==> src/rtl/stream_fifo_pkt.sv <==
// stream_fifo_pkt: AXI4-Stream FIFO with a registered first-word-fall-through output,
// fill-level and packet-count status, and optional store-and-forward packet mode
// with forced cut-through when a single packet fills the whole FIFO.
module stream_fifo_pkt #(
  parameter int unsigned AW       = 4,
  parameter int unsigned DW       = 8,
  parameter int unsigned PKT_MODE = 0
) (
  input  logic          clk,
  input  logic          rst_n,
  input  logic [DW-1:0] d_in,
  input  logic          d_in_valid,
  input  logic          d_in_last,
  output logic          d_in_ready,
  output logic [DW-1:0] d_out,
  output logic          d_out_valid,
  output logic          d_out_last,
  input  logic          d_out_ready,
  output logic [AW:0]   level,
  output logic [AW:0]   pkt_count
);

  localparam int unsigned DEPTH    = 1 << AW;
  localparam int unsigned LW       = AW + 1;
  localparam int unsigned MW       = DW + 1;
  localparam logic [AW:0] FULL_LVL = LW'(DEPTH);

  logic [MW-1:0] mem [DEPTH];
  logic [AW-1:0] wr_ptr;
  logic [AW-1:0] rd_ptr;
  logic          cut;
  logic          accept;
  logic          pop;
  logic          rel;
  logic          load;
  logic [AW:0]   mem_cnt;

  // Handshakes and output-register refill decision
  assign d_in_ready = rst_n & (level < FULL_LVL);
  assign accept     = d_in_valid & d_in_ready;
  assign pop        = d_out_valid & d_out_ready;
  // Words still in memory: the output register holds one of the counted words when valid
  assign mem_cnt    = level - LW'(d_out_valid);
  assign rel        = (PKT_MODE == 0) || (pkt_count != '0) || cut;
  assign load       = (!d_out_valid || pop) && (mem_cnt != '0) && rel;

  // Memory write of {last, data}; contents need no reset since pointers gate reads
  always_ff @(posedge clk) begin
    if (accept) begin
      mem[wr_ptr] <= {d_in_last, d_in};
    end
  end

  // Write pointer, wraps modulo the memory depth
  always_ff @(posedge clk or negedge rst_n) begin
    if (!rst_n) begin
      wr_ptr <= '0;
    end else if (accept) begin
      wr_ptr <= wr_ptr + AW'(1);
    end
  end

  // Output register: refill from memory when empty or being popped, else hold
  always_ff @(posedge clk or negedge rst_n) begin
    if (!rst_n) begin
      rd_ptr      <= '0;
      d_out       <= '0;
      d_out_last  <= 1'b0;
      d_out_valid <= 1'b0;
    end else if (load) begin
      d_out       <= mem[rd_ptr][DW-1:0];
      d_out_last  <= mem[rd_ptr][DW];
      d_out_valid <= 1'b1;
      rd_ptr      <= rd_ptr + AW'(1);
    end else if (pop) begin
      d_out_valid <= 1'b0;
    end
  end

  // Fill level counts memory plus output register
  always_ff @(posedge clk or negedge rst_n) begin
    if (!rst_n) begin
      level <= '0;
    end else begin
      case ({accept, pop})
        2'b10:   level <= level + LW'(1);
        2'b01:   level <= level - LW'(1);
        default: level <= level;
      endcase
    end
  end

  // Complete packets held: last word in, last word out
  always_ff @(posedge clk or negedge rst_n) begin
    if (!rst_n) begin
      pkt_count <= '0;
    end else begin
      case ({accept && d_in_last, pop && d_out_last})
        2'b10:   pkt_count <= pkt_count + LW'(1);
        2'b01:   pkt_count <= pkt_count - LW'(1);
        default: pkt_count <= pkt_count;
      endcase
    end
  end

  // Cut-through latch: a full FIFO with no complete packet would otherwise deadlock
  always_ff @(posedge clk or negedge rst_n) begin
    if (!rst_n) begin
      cut <= 1'b0;
    end else if (pop && d_out_last) begin
      cut <= 1'b0;
    end else if ((PKT_MODE != 0) && (level == FULL_LVL) && (pkt_count == '0)) begin
      cut <= 1'b1;
    end
  end

endmodule
==> config.mk <==
export PLATFORM = sky130hd
export DESIGN_NAME = stream_fifo_pkt
export DESIGN_NICKNAME = d
export VERILOG_FILES = /design/src/rtl/stream_fifo_pkt.sv
export SDC_FILE = /design/constraint.sdc
export NUM_CORES = 1
export LEC_CHECK = 0
export BUFFER_PORTS_ARGS = -buffer_cell sky130_fd_sc_hd__buf_4
export CAP_MARGIN = 40
export CORE_MARGIN = 5
export CORE_UTILIZATION = 45
export CTS_CLUSTER_DIAMETER = 80
export DETAILED_ROUTE_END_ITERATION = 12
export GPL_ROUTABILITY_DRIVEN = 0
export PLACE_DENSITY = 0.65
export SLEW_MARGIN = 5
export SYNTH_ARGS = -nofsm -noshare
export SYNTH_HDL_FRONTEND = slang
export SYNTH_SLANG_ARGS = --single-unit
==> constraint.sdc <==
create_clock -name clk -period 2.6 [get_ports clk]
set_input_delay 0.52 -clock clk [delete_from_list [all_inputs] [get_ports clk]]
set_output_delay 0.52 -clock clk [all_outputs]
set_load 0.01 [all_outputs]
==> metrics.txt <==
post-synthesis sequential area ratio 0.711; Tcrit/Tclk final 0.923; maximum vdd drop 0.628 mV; Synth Flop Type edfxtp_1; Final Slew Violations 0; Root Driver clkbuf_16; Inserted Diodes 0; Final Util 0.540; # setup viols final 0; WL/cell around 20 um; setup_tns 0 ns; Worst Setup Start Kind register; Switching Share 0.301; relative slew slack 0.554; synth top area cells edfxtp_1, dfrtp_1, mux4_2; syn nets 417; outcome completed; Slowest-stage cell, CP dfrtp_1; die width 135 um; dpl ws 0.0179 ns; H-tree depth 4; initial core utilization 0.461; maximum clock path buffer count 2; Tmin final 2.40 ns; Logic pwr share 0.306; YS warnings 0; gr ovfl total 0; Num CTS Buffers 17; Fill cells 1,206; Die Y 135 um; Yosys cell types 38; GRT Util Overall 0.159; Tightest Hold Check Type in -> async; CP Cell Sequence nor2b_2, and2_1, nand2_1, ha_1, xor2_1, ha_1, nor2b_1, a22oi_1, o32a_1, nor2_1, xor2_1; total wire length 13,300 um; detailed-route via count 3,579; CP arrival 2.74 ns; Worst path max stage delay around 0.43 ns; CP top delay family simple AND/OR/NAND/NOR gates; CTS-repair resized insts 0; via/cell ratio 5.30; Worst Slack Setup Final 0.200 ns; flops & latches, synth 172; Netlist Area Pre-Place 7060 um2; FMAX between 400 and 500 MHz; Core ar. 15,300 um2; vias in the first global route around 3,700; unrepaired setup endpoints after global routing no; area grow syn2layout 17.0%; Hold WS 0.110 ns; Yosys top cell area share 0.612; Synth area leader edfxtp_1; commonest non-fill, non-tap cell in the layout edfxtp_1; total power per unit cell area 1050 nW/um2; CTS tree built; HPWL Detailed between 8000 and 9000 um; Final ANT Viol Nets 0; WS Path Type reg -> reg; drt first pass iters 4; cell-internal power 6.07 mW; worst path required time 2.94 ns; crit path capture type register; Leak 2.95 nW; average size of a mapped cell about 18 um2; Mapped Cells slightly below 400; first-pass GRT wire length 21,200 um; measured slew at the worst slew-check pin ~0.67 ns; io pins 34; fraction of registers with async set/reset 0.163; NetSw 2.62 mW; CTS hold repair buffers 0; critical-path maximum fanout 4; Setup Buffers After CTS 0; sequential power share 0.413; die footprint roughly 18,000 um2; pin count of the biggest net entering global routing 40; IO Port Bufs 33; initial antenna violation count 0; Skew-Pair Late Insertion Delay 0.42 ns; drt drc 0; Site Rows 45; share of layout cells above drive strength 1 0.278; initial drt markers 356; clock sinks 172; Max-Cap Viols 0; Setup Skew between 0.006 and 0.007 ns; EDFF count, synth 144; Buf/Inv on CP 0; final-report hold violation count 0; most frequent cells in the layout edfxtp_1, buf_4, nand2_1, mux4_2, dfrtp_1; final net count 478; CTS clk-pin slew, worst paths 0.06 ns; clock network power share 0.282
kinds of logic (layout without fill, tap and decap cells):
family	count (synthesis)	after routing	synth area share
compound gates	34	34	0.0260
xor+xnor	17	17	0.0211
fa+ha+maj	14	14	0.0259
buf+inv	27	101	0.0214
flops	172	172	0.711
mux	56	56	0.150
simple gates	70	70	0.0445
Yosys cell counts (2+ instances only):
library cell  count
mux4_1            9
mux2_2            9
and2_1            2
xor2_1           10
o21ai_1          21
nor2b_1           5
nand3_1           2
ha_1             13
mux2_1            2
buf_2             6
nand2b_1          5
edfxtp_1        144
nor3_1            5
nor2_1           17
inv_1             7
o21ai_0           3
mux2i_1           9
buf_6             3
xnor2_1           7
clkbuf_1          7
nand2_1          30
mux4_2           27
dfrtp_1          28
a21oi_1           5
cell type report:
| class | instances | area, um2 | area share |
|---|---|---|---|
| clock buffers | 18 | 429 | 0.0519 |
| clock inverters | 14 | 144 | 0.0174 |
| inverters | 8 | 30.0 | 0.00363 |
| multi-input cells | 191 | 1890 | 0.229 |
| flip-flops and latches | 172 | 5030 | 0.608 |
| well taps | 211 | 264 | 0.0319 |
| repair buffers | 61 | 483 | 0.0584 |
power by group through the flow:
| stage | combinational, mW | sequential, mW | clock, mW |
|---|---|---|---|
| final | 2.65 | 3.58 | 2.45 |
| after global routing | 2.95 | 3.63 | 2.64 |
| after CTS | 2.71 | 3.59 | 2.50 |
| after detailed placement | 2.70 | 3.64 | 0 |
| after global placement | 2.65 | 3.62 | 0 |
| after floorplan | 1.93 | 3.58 | 0 |
registers in the layout (all words and copies together), names as in the netlist:
register / cells
d_out_valid: 1
rd_ptr: 4
level: 5
mem: 144
d_out: 8
pkt_count: 5
wr_ptr: 4
d_out_last: 1
path summary, 6_finish.rpt:
| kind | startpoint | to | slack [ns] | cells past startpoint |
|---|---|---|---|---|
| max in group asynchronous | rst_n | rd_ptr[0]$_DFFE_PN0P_ | 2.18 | 2 |
| worst min-delay path | rst_n | level[4]$_DFFE_PN0P_ | 0.11 | 2 |
| min in group clk | d_in_last | mem[10][8]$_DFFE_PP_ | 0.37 | 1 |
| worst max register to register | level[4]$_DFFE_PN0P_ | pkt_count[4]$_DFFE_PN0P_ | 0.20 | 11 |
| worst max-delay path | level[4]$_DFFE_PN0P_ | pkt_count[4]$_DFFE_PN0P_ | 0.20 | 11 |
| worst min register to register | d_out[1]$_DFFE_PN0P_ | d_out[1]$_DFFE_PN0P_ | 0.49 | 2 |
routing by layer:
metal	vias to the layer above	GRT usage	routed length, um
met1	1844	0.209	5690
met2	90	0.261	6790
li1	1627	-	-
met4	0	0.0622	243
met5	-	0	0
met3	18	0.0312	614
stage by stage:
stage | instances | instance area, um2 | power [mW]
after floorplan | 390 | 7070 | 5.51
after global placement | 643 | 7690 | 6.27
after detailed placement | 643 | 7690 | 6.34
after CTS | 675 | 8270 | 8.80
after global routing | 675 | 8270 | 9.22
final | 675 | 8270 | 8.68
(Power assumes the default switching activity.)
